--- src/rtl/hazard_ctrl_pkg.sv ---
// Shared core definitions: hazard FSM encoding and mul/div handshake.
package hazard_ctrl_pkg;

    typedef enum logic [1:0] {
        ST_RUN     = 2'd0,
        ST_LU_WAIT = 2'd1,
        ST_MD_BUSY = 2'd2
    } hz_state_e;

    // Start fires only from RUN; done is honoured only while busy.
    function automatic logic md_fire(hz_state_e st, logic is_md);
        return (st == ST_RUN) && is_md;
    endfunction

    function automatic logic md_release(hz_state_e st, logic done);
        return (st == ST_MD_BUSY) && done;
    endfunction

    function automatic logic slow_prod(logic rw, logic [4:0] rd,
                                       logic mr, logic ch);
        return rw && (rd != 5'd0) && (mr || ch);
    endfunction

endpackage

--- src/rtl/hazard_match.sv ---
// Per-source-register match against slow producers in EX and EX/MEM.
module hazard_match
    import hazard_ctrl_pkg::*;
(
    input  logic [4:0] rs_i,
    input  logic       uses_i,
    input  logic [4:0] ex_rd_i,
    input  logic       ex_rw_i,
    input  logic       ex_mr_i,
    input  logic       ex_csr_i,
    input  logic [4:0] mem_rd_i,
    input  logic       mem_rw_i,
    input  logic       mem_mr_i,
    input  logic       mem_csr_i,
    output logic       ex_hit_o,
    output logic       mem_hit_o
);

    assign ex_hit_o = uses_i && (rs_i == ex_rd_i)
                   && slow_prod(ex_rw_i, ex_rd_i, ex_mr_i, ex_csr_i);

    assign mem_hit_o = uses_i && (rs_i == mem_rd_i)
                    && slow_prod(mem_rw_i, mem_rd_i, mem_mr_i, mem_csr_i);

endmodule

--- src/rtl/hazard_ctrl.sv ---
// Pipeline hazard controller: load/CSR-use stalls, mul/div hold, redirects.
module hazard_ctrl
    import hazard_ctrl_pkg::*;
#(
    parameter int CNT_W = 16
) (
    input  logic             clk,
    input  logic             rst,
    input  logic [4:0]       id_rs1_addr,
    input  logic [4:0]       id_rs2_addr,
    input  logic             id_uses_rs1,
    input  logic             id_uses_rs2,
    input  logic [4:0]       ex_rd,
    input  logic             ex_reg_write,
    input  logic             ex_mem_read,
    input  logic             ex_csr_hit,
    input  logic [4:0]       exmem_rd,
    input  logic             exmem_reg_write,
    input  logic             exmem_mem_read,
    input  logic             exmem_csr_hit,
    input  logic             ex_is_muldiv,
    input  logic             muldiv_done,
    input  logic             ex_redirect,
    output logic             pc_stall,
    output logic             ifid_stall,
    output logic             ifid_flush,
    output logic             idex_stall,
    output logic             idex_flush,
    output logic             exmem_bubble,
    output logic             muldiv_start,
    output logic [CNT_W-1:0] stall_count
);

    hz_state_e        state_q, state_d;
    logic [CNT_W-1:0] cnt_q, cnt_d;
    logic             rs1_ex, rs1_mem, rs2_ex, rs2_mem;
    logic             ex_hit, mem_hit;

    hazard_match u_rs1 (
        .rs_i      (id_rs1_addr),
        .uses_i    (id_uses_rs1),
        .ex_rd_i   (ex_rd),
        .ex_rw_i   (ex_reg_write),
        .ex_mr_i   (ex_mem_read),
        .ex_csr_i  (ex_csr_hit),
        .mem_rd_i  (exmem_rd),
        .mem_rw_i  (exmem_reg_write),
        .mem_mr_i  (exmem_mem_read),
        .mem_csr_i (exmem_csr_hit),
        .ex_hit_o  (rs1_ex),
        .mem_hit_o (rs1_mem)
    );

    hazard_match u_rs2 (
        .rs_i      (id_rs2_addr),
        .uses_i    (id_uses_rs2),
        .ex_rd_i   (ex_rd),
        .ex_rw_i   (ex_reg_write),
        .ex_mr_i   (ex_mem_read),
        .ex_csr_i  (ex_csr_hit),
        .mem_rd_i  (exmem_rd),
        .mem_rw_i  (exmem_reg_write),
        .mem_mr_i  (exmem_mem_read),
        .mem_csr_i (exmem_csr_hit),
        .ex_hit_o  (rs2_ex),
        .mem_hit_o (rs2_mem)
    );

    assign ex_hit  = rs1_ex || rs2_ex;
    assign mem_hit = rs1_mem || rs2_mem;

    always_comb begin
        pc_stall     = 1'b0;
        ifid_stall   = 1'b0;
        ifid_flush   = 1'b0;
        idex_stall   = 1'b0;
        idex_flush   = 1'b0;
        exmem_bubble = 1'b0;
        muldiv_start = 1'b0;
        state_d      = state_q;
        unique case (state_q)
            ST_RUN: begin
                if (ex_redirect) begin
                    ifid_flush = 1'b1;
                    idex_flush = 1'b1;
                end else if (md_fire(state_q, ex_is_muldiv)) begin
                    muldiv_start = 1'b1;
                    pc_stall     = 1'b1;
                    ifid_stall   = 1'b1;
                    idex_stall   = 1'b1;
                    exmem_bubble = 1'b1;
                    state_d      = ST_MD_BUSY;
                end else if (ex_hit || mem_hit) begin
                    pc_stall   = 1'b1;
                    ifid_stall = 1'b1;
                    idex_flush = 1'b1;
                    // Only an EX producer needs the second bubble.
                    if (ex_hit) state_d = ST_LU_WAIT;
                end
            end
            ST_LU_WAIT: begin
                state_d = ST_RUN;
                if (ex_redirect) begin
                    ifid_flush = 1'b1;
                    idex_flush = 1'b1;
                end else begin
                    pc_stall   = 1'b1;
                    ifid_stall = 1'b1;
                    idex_flush = 1'b1;
                end
            end
            ST_MD_BUSY: begin
                if (md_release(state_q, muldiv_done)) begin
                    state_d = ST_RUN;
                end else begin
                    pc_stall     = 1'b1;
                    ifid_stall   = 1'b1;
                    idex_stall   = 1'b1;
                    exmem_bubble = 1'b1;
                end
            end
            default: state_d = ST_RUN;
        endcase
        if (rst) begin
            pc_stall     = 1'b0;
            ifid_stall   = 1'b0;
            ifid_flush   = 1'b0;
            idex_stall   = 1'b0;
            idex_flush   = 1'b0;
            exmem_bubble = 1'b0;
            muldiv_start = 1'b0;
            state_d      = ST_RUN;
        end
    end

    always_comb begin
        cnt_d = cnt_q;
        if (pc_stall && (cnt_q != {CNT_W{1'b1}})) cnt_d = cnt_q + CNT_W'(1);
    end

    always_ff @(posedge clk) begin
        if (rst) begin
            state_q <= ST_RUN;
            cnt_q   <= '0;
        end else begin
            state_q <= state_d;
            cnt_q   <= cnt_d;
        end
    end

    assign stall_count = cnt_q;

endmodule

--- config.mk ---
export PLATFORM = sky130hd
export DESIGN_NAME = hazard_ctrl
export DESIGN_NICKNAME = d
export VERILOG_FILES = /design/src/rtl/hazard_ctrl_pkg.sv /design/src/rtl/hazard_match.sv /design/src/rtl/hazard_ctrl.sv
export SDC_FILE = /design/constraint.sdc
export NUM_CORES = 1
export LEC_CHECK = 0
export CAP_MARGIN = 20
export CELL_PAD_IN_SITES_DETAIL_PLACEMENT = 1
export CELL_PAD_IN_SITES_GLOBAL_PLACEMENT = 2
export CORE_UTILIZATION = 23
export DETAILED_ROUTE_END_ITERATION = 12
export GPL_ROUTABILITY_DRIVEN = 0
export PLACE_DENSITY = 0.87
export SLEW_MARGIN = 40
export SYNTH_ARGS = -nofsm -noshare
export SYNTH_HDL_FRONTEND = slang
export SYNTH_SLANG_ARGS = --single-unit
--- constraint.sdc ---
create_clock -name clk -period 4.15 [get_ports clk]
set_input_delay 1.245 -clock clk [delete_from_list [all_inputs] [get_ports clk]]
set_output_delay 1.245 -clock clk [all_outputs]
set_load 0.01 [all_outputs]
# --- Word-level counts from Yosys, hierarchy flattened ---
# Index checks and enable logic that the tools add are counted.
word_totals:
  regBits: 18
  latch_bits: 0
  ramBits: 0
  mem_bits_ro: 0
  in_bits: 33
  memories: 0
classes:
  n_addsub: 1
  mul: 0
  div_mod_pow: 0
  n_lt_le_gt_ge: 0
  eq_ne: 11
  shifts: 0
  muxes: 26
  n_bitwise: 0
  n_reduce_logical: 25
op_table:
  columns: ["operator", "count"]
  rows:
  - ["5-bit == test", 4]
  - ["1-bit 2-to-1 mux", 17]
  - ["16-bit by 1-bit adder with 16-bit output (second input constant)", 1]
  - ["16-bit inequality test (second input constant)", 1]
  - ["1-bit logical AND", 15]
  - ["2-bit 2-to-1 mux", 5]
  - ["5-bit nonzero test", 2]
  - ["1-bit logical OR", 5]
  - ["1-bit one-hot mux with 2 select lines", 2]
  - ["2-bit one-hot mux with 2 select lines", 1]
  - ["4-bit AND reduction", 1]
  - ["3-bit by 1-bit inequality test with 1-bit output (second input constant)", 1]
  - ["3-bit by 2-bit inequality test with 1-bit output (second input constant)", 1]
  - ["1-bit one-hot mux with 3 select lines", 1]
  - ["2-bit by 1-bit == test with 1-bit output (second input constant)", 1]
  - ["2-bit == test (second input constant)", 1]
  - ["2-bit logical NOT", 1]
  - ["2-bit by 1-bit inequality test with 1-bit output (second input constant)", 1]
  - ["2-bit inequality test (second input constant)", 1]
  - ["2-bit OR reduction", 1]

# --- Depth between registers and ports, before layout ---
# Gate-level depths: netlist (run 1).
depth:
  ltp_word: 12
  mapped_depth: 9
  ltp_nobuf: 7

# --- Cells and area by module ---
# Synthesis (run 1) repeated with hierarchy kept, for this count alone.
hier_totals:
  hier_cells: 166
  hier_area_um2: 1293.7
by_module_without_submodules:
  columns: ["module", "instances", "cells_each", "area_per_inst_um2", "seq_area_each_um2"]
  rows:
  - ["hazard_ctrl", 1, 124, 996.0, 360.3]
  - ["hazard_match", 2, 21, 148.9, 0.0]

# --- Worst setup path after synthesis (run 1) ---
# Ideal clock, no wire load.
synth_timing:
  kind: "input to output"
  startpoint: "in id_rs1_addr[2]"
  endpoint: "out pc_stall"
  t_arrival_ns: 2.534
  required_ns: 2.905
  slack_ns: 0.371
  stages: 9
  n_path_buf: 3
  cell_sequence: "xnor2_1 nand4_1 o22ai_1 nand4_1 and2_4 buf_6 buf_6 inv_1 buf_4"
synth_between:
  elab_chain_len: 10
  word_cells_on_any_way: 14
synth_lines:
  columns: ["item", "line", "rtl"]
  rows:
  - ["start, declared", "hazard_ctrl.sv:9", "input logic [4:0] id_rs1_addr,"]
  - ["5-bit == test, on equally long branches", "hazard_match.sv:19, hazard_match.sv:22", null]
  - ["1-bit logical AND, on equally long branches", "hazard_match.sv:19, hazard_match.sv:22", null]
  - ["1-bit logical AND, on equally long branches", "hazard_match.sv:20, hazard_match.sv:23", null]
  - ["1-bit logical OR, on equally long branches", "hazard_ctrl.sv:69, hazard_ctrl.sv:70", null]
  - ["1-bit logical OR *", "hazard_ctrl.sv:93", "end else if (ex_hit || mem_hit) begin"]
  - ["1-bit 2-to-1 mux * (3 in a row)", null, null]
  - ["1-bit one-hot mux with 3 select lines *", null, null]
  - ["1-bit 2-to-1 mux *", null, null]
  - ["end, declared", "hazard_ctrl.sv:24", "output logic pc_stall,"]
# Every way passes the cells marked *; elsewhere a longest branch is shown, timed or not.

# --- Worst setup path after layout (run 1) ---
layout_timing:
  startpoint: "in ex_redirect"
  endpoint: "out muldiv_start"
layout_between:
  elab_chain_len: 3
layout_lines:
  columns: ["item", "line", "rtl"]
  rows:
  - ["start, declared", "hazard_ctrl.sv:23", "input logic ex_redirect,"]
  - ["1-bit 2-to-1 mux", "hazard_ctrl.sv:83", "if (ex_redirect) begin"]
  - ["1-bit 2-to-1 mux", "hazard_ctrl.sv:81", "unique case (state_q)"]
  - ["1-bit 2-to-1 mux", "hazard_ctrl.sv:124", "if (rst) begin"]
  - ["end, declared", "hazard_ctrl.sv:30", "output logic muldiv_start,"]
# Every way passes these cells.

==> flow_metrics.env, run 1 <==
export IMPL_ys_seq_area_share_pct=27.83
export IMPL_crit_type="in2out"
export IMPL_wirelength_um=4040
export IMPL_cpMaxStageDelayCell="clkdlybuf4s50_1"
export IMPL_worstPathArrival_ns=2.76
export IMPL_netlist_instances=158
export IMPL_cp_common_cell="clkdlybuf4s50_1"
export IMPL_ys_ff_latch=18
export IMPL_insertion_delay_ns=0.26
export IMPL_dieArea_um2=5934
export IMPL_cts_sinks=18
export IMPL_mostFrequentLayoutCells="clkdlybuf4s50_1, xnor2_1, dfxtp_1, nand2_1, dlymetal6s2s_1"
export IMPL_fin_ws_ns=0.1467
export IMPL_die_x_um=77.04
export IMPL_power_uw=427.1
export IMPL_drtIter0Drc=30
export IMPL_tightest_slew_ns=0.5713
export IMPL_clk_pin_slew_ns=0.07
export IMPL_grt_overflow=0
export IMPL_antenna_left=0
export IMPL_max_freq_mhz=249.8
export IMPL_antennaDiodeCount=0
export IMPL_switching_share_pct=25.61
export IMPL_drive_gt1_share_pct=14.35
export IMPL_combPwrFrac_pct=24.2
export IMPL_die_y_um=77.04
export IMPL_track_usage_pct=13.89
export IMPL_ctsHoldBuffers=0
export IMPL_grt_antenna_before_repair=0
export IMPL_rows=26
export IMPL_coreArea_um2=5270
export IMPL_tritoncts="yes"
export IMPL_timing_final_crit_share_pct=96.47
export IMPL_min_from="stall_count[15]"
export IMPL_htreeDepth=1
export IMPL_numCtsBuffers=3
export IMPL_power_density_nw_per_um2=206.9
export IMPL_period_minus_slack_ns=4.003
export IMPL_cp_start_kind="input pin"
export IMPL_grt_pass1_vias=1404
export IMPL_synth_cell_type_count=37
export IMPL_avgSynthCellArea_um2=8.196
export IMPL_required_ns=2.90
export IMPL_finalSetupViolCount=0
export IMPL_synth_area_um2=1295
export IMPL_cp_max_fo=3
export IMPL_pre_cts_ws_ns=-0.3889
export IMPL_clock_power_share_pct=34.5
export IMPL_dp_hpwl_um=3197
export IMPL_rsz0062_at_grt="false"
export IMPL_fillers=650
export IMPL_route_detailed_drc=0
export IMPL_seqPwrFrac_pct=41.3
export IMPL_power_internal_uw=317.7
export IMPL_skew_ns=0.001821
export IMPL_startpoint="ex_redirect"
export IMPL_via_per_inst=4.850
export IMPL_r2r_start="stall_count[6]"
export IMPL_root_buffer="clkbuf_8"
export IMPL_static_leakage_power_nw=0.8121
export IMPL_dr_pass1_iters=4
export IMPL_ys_warn_count=0
export IMPL_final_common_cell="clkdlybuf4s50_1"
export IMPL_vias=1421
export IMPL_p_sw_uw=109.4
export IMPL_post_drt_wl_per_cell_um=13.79
export IMPL_slew_headroom_pct=61.71
export IMPL_endpoint_kind="output port"
export IMPL_slowest_delay_ns=0.55
export IMPL_grt_max_degree=21
export IMPL_clock_path_buffers=2
export IMPL_start_util_pct=24.57
export IMPL_hold_class="reg2reg"
export IMPL_slew_viol_final=0
export IMPL_outcome="finished, final reports clean"
export IMPL_ir_worst_vdd_v=0.00009360
export IMPL_nets=258
export IMPL_syn_nets=192
export IMPL_grt_pass1_wl_um=6603
export IMPL_area_growth_pct=59.42
export IMPL_finalHoldViolCount=0
export IMPL_cap_violations=0
export IMPL_crit_chain="clkdlybuf4s50_1 > nor4_2 > buf_4 > and2_1 > clkdlybuf4s50_1"
export IMPL_ios=56
export IMPL_setup_tns_ns=0
export IMPL_port_buffers=55
cells in the mapped netlist, drive strengths merged:
cell type | n | area [um^2]
a2111oi | 1 | 8.760
a211oi | 2 | 15.01
a21oi | 13 | 68.82
a31o | 1 | 8.760
a31oi | 1 | 12.51
and2 | 2 | 15.02
and3 | 2 | 12.51
buf | 5 | 48.79
clkbuf | 1 | 5.000
dfxtp | 18 | 360.4
dlygate4sd1 | 1 | 8.760
ha | 1 | 12.51
inv | 3 | 11.26
mux2 | 1 | 11.26
mux2i | 3 | 30.03
nand2 | 14 | 52.55
nand2b | 2 | 12.51
nand3 | 4 | 20.02
nand4 | 13 | 81.33
nor2 | 13 | 48.80
nor2b | 1 | 6.260
nor3 | 8 | 45.04
nor3b | 2 | 15.01
nor4 | 2 | 33.78
o21a | 1 | 7.510
o21ai | 2 | 10.01
o22ai | 2 | 12.51
o31ai | 6 | 45.04
or2b | 1 | 7.510
or3 | 2 | 12.51
or4 | 6 | 45.04
xnor2 | 24 | 210.2
final timing paths:
path / end / slack [ns] / cells past startpoint
worst max-delay path: muldiv_start / 0.15 / 5
worst min-delay path: stall_count[15] / 0.51 / 2
worst min register to register: stall_count[15] / 0.51 / 2
worst max register to register: stall_count[11] / 1.90 / 7
cells by family (layout without fill, tap and decap cells):
logic type,count (synthesis),after routing,synth area share [%]
multiplexers,4,4,3.188
XOR/XNOR,24,24,16.23
buffers and inverters,10,75,5.700
AND/OR/NAND/NOR,72,72,31.50
flip-flops,18,18,27.83
AO/OA/AOI/OAI,29,29,14.59
adder cells (fa/ha/maj),1,1,0.9660
critical path: cells and delay by family:
| kind | cells | cell delay, ns |
|---|---|---|
| buffers and inverters | 3 | 1.16 |
| AND/OR/NAND/NOR | 2 | 0.34 |
sequential cells by signal, summed over array words and instances (netlist names):
signal,cells
stall_count,16
state_q,2
power groups by stage:
stage | sequential [mW] | clock [mW] | combinational [mW]
2_1_floorplan | 0.181 | 0 | 0.0455
3_3_place_gp | 0.180 | 0 | 0.105
3_5_place_dp | 0.181 | 0 | 0.107
4_1_cts | 0.176 | 0.153 | 0.104
5_1_grt | 0.177 | 0.163 | 0.113
6_report | 0.176 | 0.147 | 0.103
layer usage:
layer | track usage (%) | part of all wire [%]
met2 | 22.95 | 48
met5 | 0 | 0
met4 | 5.472 | 1.4
met1 | 18.12 | 48
met3 | 1.905 | 2.6
repair_timing:
action,CTS,global route
endpoints found under the setup margin,5,3
gates resized for setup,16,21
pin swaps,3,9
buffers inserted,0,0
cell type report:
class	count	area (um^2)	area share [%]
inverter	3	11.26	0.5455
tap	70	87.58	4.242
clock buffer	4	55.05	2.667
multi-input combinational	130	892.1	43.21
sequential	18	360.3	17.45
timing repair buffer	68	658.1	31.88
through the flow:
step | hold slack (ns) | area [um^2] | cells | util [%]
2_1_floorplan | 0.5055 | 1295 | 158 | -
5_1_grt | 0.5331 | 2064 | 293 | 39.17
3_3_place_gp | 0.4917 | 1968 | 289 | 37.35
3_5_place_dp | 0.4991 | 1968 | 289 | 37.35
4_1_cts | 0.5123 | 2016 | 293 | 38.25
6_report | 0.5103 | 2064 | 293 | 39.17
Power figures use the tool's default switching activity.
==> run 2: changes to the inputs <==
--- a/config.mk
+++ b/config.mk
@@ -16,3 +16,4 @@
 export SYNTH_ARGS = -nofsm -noshare
 export SYNTH_HDL_FRONTEND = slang
 export SYNTH_SLANG_ARGS = --single-unit
+export TNS_END_PERCENT = 5
==> run 2 against run 1 <==
Combinational power about the same. Flip-flop and latch count stayed put. Hold slack about the same. Global-route usage unchanged. Clock skew hardly changed. Register-to-register slack about the same. Worst setup slack got worse by 0.070 ns. Sequential power about the same. First-iteration DRC count grew 17%. Sequential share of layout area up 0.24 points. Critical path depth is 4 higher. Power is 0.19% higher. Critical endpoint is now idex_flush. Highest routed layer unchanged.
==> flow_metrics.env, run 2 (same netlist as run 1, synthesis figures left out) <==
export IMPL_fin_ws_ns=0.07666
export IMPL_slew_viol_final=0
export IMPL_clk_pin_slew_ns=0.07
export IMPL_antenna_left=0
export IMPL_cap_violations=0
export IMPL_start_util_pct=24.57
export IMPL_r2r_start="stall_count[6]"
export IMPL_slew_headroom_pct=61.68
export IMPL_reg2reg_setup_slack_ns=1.90
export IMPL_cp_depth=9
export IMPL_startpoint="id_rs1_addr[2]"
export IMPL_multi_input_area_um2=892.1
export IMPL_vias=1406
export IMPL_cp_max_fo=2
export IMPL_insertion_delay_ns=0.26
export IMPL_coreArea_um2=5270
export IMPL_tightest_slew_ns=0.5717
export IMPL_timing_final_crit_share_pct=98.15
export IMPL_power_uw=427.9
export IMPL_crit_type="in2out"
export IMPL_outcome="finished, final reports clean"
export IMPL_grt_pass1_vias=1404
export IMPL_dpl_cell_area_um2=1968
export IMPL_dr_pass1_iters=4
export IMPL_skew_ns=0.001903
export IMPL_area_growth_pct=57.29
export IMPL_finalHoldWorstSlack_ns=0.5103
export IMPL_path_buf_inv=2
export IMPL_grt_pass1_wl_um=6603
export IMPL_die_y_um=77.04
export IMPL_nets=258
export IMPL_htreeDepth=1
export IMPL_grt_max_degree=21
export IMPL_critPathCapture="idex_flush"
export IMPL_tritoncts="yes"
export IMPL_static_leakage_power_nw=0.7117
export IMPL_reg2reg_depth=7
export IMPL_drive_gt1_share_pct=14.35
export IMPL_max_freq_mhz=245.5
export IMPL_rsz0062_at_grt="true"
export IMPL_finalHoldViolCount=0
export IMPL_finalSetupViolCount=0
export IMPL_route_detailed_drc=0
export IMPL_hold_class="reg2reg"
export IMPL_worstHoldPathCells=2
export IMPL_power_density_nw_per_um2=210.1
export IMPL_numCtsBuffers=3
export IMPL_setup_tns_ns=0
export IMPL_ir_worst_vdd_v=0.00009349
export IMPL_required_ns=2.90
export IMPL_worstPathArrival_ns=2.83
export IMPL_crit_chain="clkdlybuf4s50_1 > xnor2_1 > nand4_1 > o22ai_2 > nand3_1 > a21oi_2 > nor3_1 > nor3_1 > buf_2"
export IMPL_slowest_delay_ns=0.52
export IMPL_wirelength_um=3945
export IMPL_ios=56
export IMPL_cts_sinks=18
export IMPL_r2r_end="stall_count[11]"
export IMPL_cp_start_kind="input pin"
export IMPL_antennaDiodeCount=0
export IMPL_cpLargestDelayFamily="buffers and inverters"
export IMPL_endpoint_kind="output port"
export IMPL_via_per_inst=4.799
export IMPL_dp_hpwl_um=3197
export IMPL_cpMaxStageDelayCell="clkdlybuf4s50_1"
export IMPL_pre_cts_ws_ns=-0.3889
export IMPL_final_common_cell="clkdlybuf4s50_1"
export IMPL_grt_overflow=0
export IMPL_regArea_um2=360.3
export IMPL_port_buffers=55
export IMPL_post_drt_wl_per_cell_um=13.46
export IMPL_clock_path_buffers=2
export IMPL_root_buffer="clkbuf_8"
export IMPL_mostFrequentLayoutCells="clkdlybuf4s50_1, xnor2_1, dfxtp_1, nand2_1"
export IMPL_die_x_um=77.04
export IMPL_design_area_um2=2037
export IMPL_largest_register_ffs=16
export IMPL_dp_cells=289
export IMPL_fin_util_pct=38.65
export IMPL_fillers=651
export IMPL_grt_antenna_before_repair=0
export IMPL_dieArea_um2=5934
export IMPL_track_usage_pct=13.89
export IMPL_period_minus_slack_ns=4.073
export IMPL_drtIter0Drc=35
export IMPL_rows=26
export IMPL_cp_common_cell="nor3_1"
export IMPL_final_cells=293
## run 2: changes by cell type in the layout (fill, tap and decap cells not counted)
| cell | before | now |
|---|---|---|
| clkdlybuf4s50_1 | 30 | 41 |
| dlymetal6s2s_1 | 14 | 3 |
## run 2: worst min-delay path: cells and delay by family (launching register included)
family / cells / cell delay [ns]
flops: 1 / 0.34
compound gates: 2 / 0.13
## run 2: timing repair
item                                    4_1_cts  5_1_grt
pin swaps                                     3        2
buffers inserted                              0        0
endpoints found under the setup margin        5        3
resized for setup                            16       10
hold buffers                                  0        0
## run 2: worst min-delay path by stage
stage / from / to / slack [ns]
floorplan: state_q[0] / state_q[1] / 0.51
global placement: stall_count[15] / stall_count[15] / 0.49
detailed placement: stall_count[15] / stall_count[15] / 0.50
CTS: stall_count[15] / stall_count[15] / 0.51
global route: stall_count[15] / stall_count[15] / 0.53
finish: stall_count[15] / stall_count[15] / 0.51
## run 2: cell type report
cell class              count  share of cell area, %
clock buffers               4                  2.703
inverters                   3                 0.5528
multi-input cells         130                  43.80
flip-flops and latches     18                  17.69
well taps                  70                  4.300
repair buffers             68                  30.96
## run 2: per-layer routing
metal / global-route usage (%) / part of all wire [%]
met1: 18.12 / 48
met2: 22.95 / 48
met3: 1.905 / 2.5
met4: 5.472 / 1.4
met5: 0 / 0
## run 2: power by group
group | internal [mW] | switching (mW) | leakage, nW | total (mW)
clock | 0.0844 | 0.0627 | 0.0288 | 0.147
sequential | 0.174 | 0.00224 | 0.145 | 0.176
combinational | 0.0605 | 0.0439 | 0.538 | 0.104
total | 0.319 | 0.109 | 0.712 | 0.428
==> run 3: changes to the inputs <==
==> constraint.sdc (replaced) <==
create_clock -name clk -period 4.15 [get_ports clk]
set_input_delay 0.83 -clock clk [delete_from_list [all_inputs] [get_ports clk]]
set_output_delay 0.83 -clock clk [all_outputs]
set_load 0.01 [all_outputs]
==> run 3 against run 2 <==
Clock skew is 0.0040 ns higher. Clock-buffer cell count stayed put. Non-clock buffer count shrank 11. Flip-flop and latch count unchanged. Clock power about the same. Final area shrank 4.7%. Die area unchanged. Hold slack gained 0.017 ns. Sequential power hardly changed. First-iteration DRC count increased by 40%. Critical endpoint unchanged.
==> flow_metrics.env, run 3 (same netlist as run 1, synthesis figures left out) <==
export IMPL_outcome="finished, final reports clean"
export IMPL_mostFrequentLayoutCells="clkdlybuf4s50_1, xnor2_1, dfxtp_1, nand2_1"
export IMPL_post_drt_wl_per_cell_um=13.47
export IMPL_die_y_um=77.04
export IMPL_final_common_cell="clkdlybuf4s50_1"
export IMPL_crit_chain="clkdlybuf4s50_1 > xnor2_1 > nand4_1 > o22ai_1 > nand3_1 > a21oi_1 > nor3_1 > nor3_1 > clkdlybuf4s50_1"
export IMPL_p_sw_uw=102.3
export IMPL_max_freq_mhz=264.1
export IMPL_power_density_nw_per_um2=215.2
export IMPL_largest_register_ffs=16
export IMPL_grtUsageMet2_pct=22.23
export IMPL_insertion_delay_ns=0.25
export IMPL_grt_met1_usage_pct=17.60
export IMPL_skew_ns=0.005911
export IMPL_nets=247
export IMPL_setup_tns_ns=0
export IMPL_grt_overflow=0
export IMPL_area_growth_pct=49.85
export IMPL_top_usage_layer="met2"
export IMPL_route_detailed_drc=0
export IMPL_worstPathArrival_ns=2.96
export IMPL_cts_setup_buffers=0
export IMPL_slew_viol_final=0
export IMPL_path_buf_inv=2
export IMPL_drive_gt1_share_pct=6.132
export IMPL_ir_worst_vdd_v=0.00008866
export IMPL_power_internal_uw=315.3
export IMPL_grt_pass1_wl_um=6499
export IMPL_ios=56
export IMPL_switching_share_pct=24.50
export IMPL_grt_pass1_vias=1342
export IMPL_root_buffer="clkbuf_8"
export IMPL_antenna_left=0
export IMPL_dr_pass1_iters=4
export IMPL_via_per_inst=4.840
export IMPL_endpoint_kind="output port"
export IMPL_track_usage_pct=13.43
export IMPL_htreeDepth=1
export IMPL_combPwrFrac_pct=23.3
export IMPL_grtUsageMet3_pct=2.976
export IMPL_cap_violations=0
export IMPL_slowest_delay_ns=0.56
export IMPL_design_area_um2=1941
export IMPL_drtIter0Drc=49
export IMPL_rsz0062_at_grt="false"
export IMPL_wirelength_um=3798
export IMPL_cp_max_fo=3
export IMPL_tightest_slew_ns=0.5751
export IMPL_seqPwrFrac_pct=42.2
export IMPL_clock_power_share_pct=34.4
export IMPL_cts_sinks=18
export IMPL_coreArea_um2=5270
export IMPL_rows=26
export IMPL_cp_start_kind="input pin"
export IMPL_vias=1365
export IMPL_dp_hpwl_um=3042
export IMPL_static_leakage_power_nw=0.6004
export IMPL_fillers=650
export IMPL_grt_antenna_before_repair=0
export IMPL_tritoncts="yes"
export IMPL_cpMaxStageDelayCell="clkdlybuf4s50_1"
export IMPL_clk_pin_slew_ns=0.07
export IMPL_hold_class="reg2reg"
export IMPL_clock_path_buffers=2
export IMPL_crit_type="in2out"
export IMPL_timing_final_crit_share_pct=91.23
export IMPL_finalHoldWorstSlack_ns=0.5270
export IMPL_finalHoldViolCount=0
export IMPL_dpl_cell_area_um2=1886
export IMPL_grt_max_degree=22
export IMPL_slew_headroom_pct=61.45
export IMPL_cts_resized=0
export IMPL_start_util_pct=24.57
export IMPL_ctsHoldBuffers=0
export IMPL_period_minus_slack_ns=3.786
export IMPL_die_x_um=77.04
export IMPL_finalSetupViolCount=0
export IMPL_cpLargestDelayFamily="buffers and inverters"
export IMPL_antennaDiodeCount=0
export IMPL_dieArea_um2=5934
export IMPL_numCtsBuffers=3
export IMPL_port_buffers=55
export IMPL_required_ns=3.32
export IMPL_fin_util_pct=36.82
## run 3: power groups by stage
stage / Sequential, mW / Clock [mW] / Combinational [mW]
floorplan: 0.181 / 0 / 0.0455
global placement: 0.180 / 0 / 0.0970
detailed placement: 0.181 / 0 / 0.0976
CTS: 0.176 / 0.151 / 0.0980
global route: 0.177 / 0.159 / 0.105
finish: 0.176 / 0.144 / 0.0974
## run 3: cell type report
class,instances,area [um^2],share of cell area [%]
clock buffers,4,55.05,2.837
inverters,3,11.26,0.5803
multi-input cells,130,860.8,44.36
flip-flops and latches,18,360.3,18.57
well taps,70,87.58,4.513
repair buffers,57,565.5,29.14
## run 3: stage by stage
stage               std cells  setup slack, ns  power, mW
finish                    282           0.3638     0.4177
global route              282           0.1872     0.4412
CTS                       282           0.3337     0.4250
detailed placement        278           0.3625     0.2781
global placement          278           0.3351     0.2774
floorplan                 158            1.201     0.2260
## run 3: worst register-to-register path: cells and delay by family, from the launching register on
family           cells  cell delay, ns
AND/OR/NAND/NOR      4            1.00
AO/OA/AOI/OAI        3            0.66
flip-flops           1            0.50
## run 3: final timing paths
kind                   from         endpoint  slack [ns]  cells past startpoint
max                ex_rd[4]       idex_flush        0.36                      9
min          stall_count[9]   stall_count[9]        0.53                      2
max reg2reg  stall_count[3]  stall_count[11]        1.93                      7
min reg2reg  stall_count[9]   stall_count[9]        0.53                      2
## run 3: metal layers
layer | vias to the layer above | wire (um)
li1 | 688 | -
met1 | 644 | 1841
met2 | 29 | 1790
met3 | 4 | 126
met4 | 0 | 40
met5 | - | 0
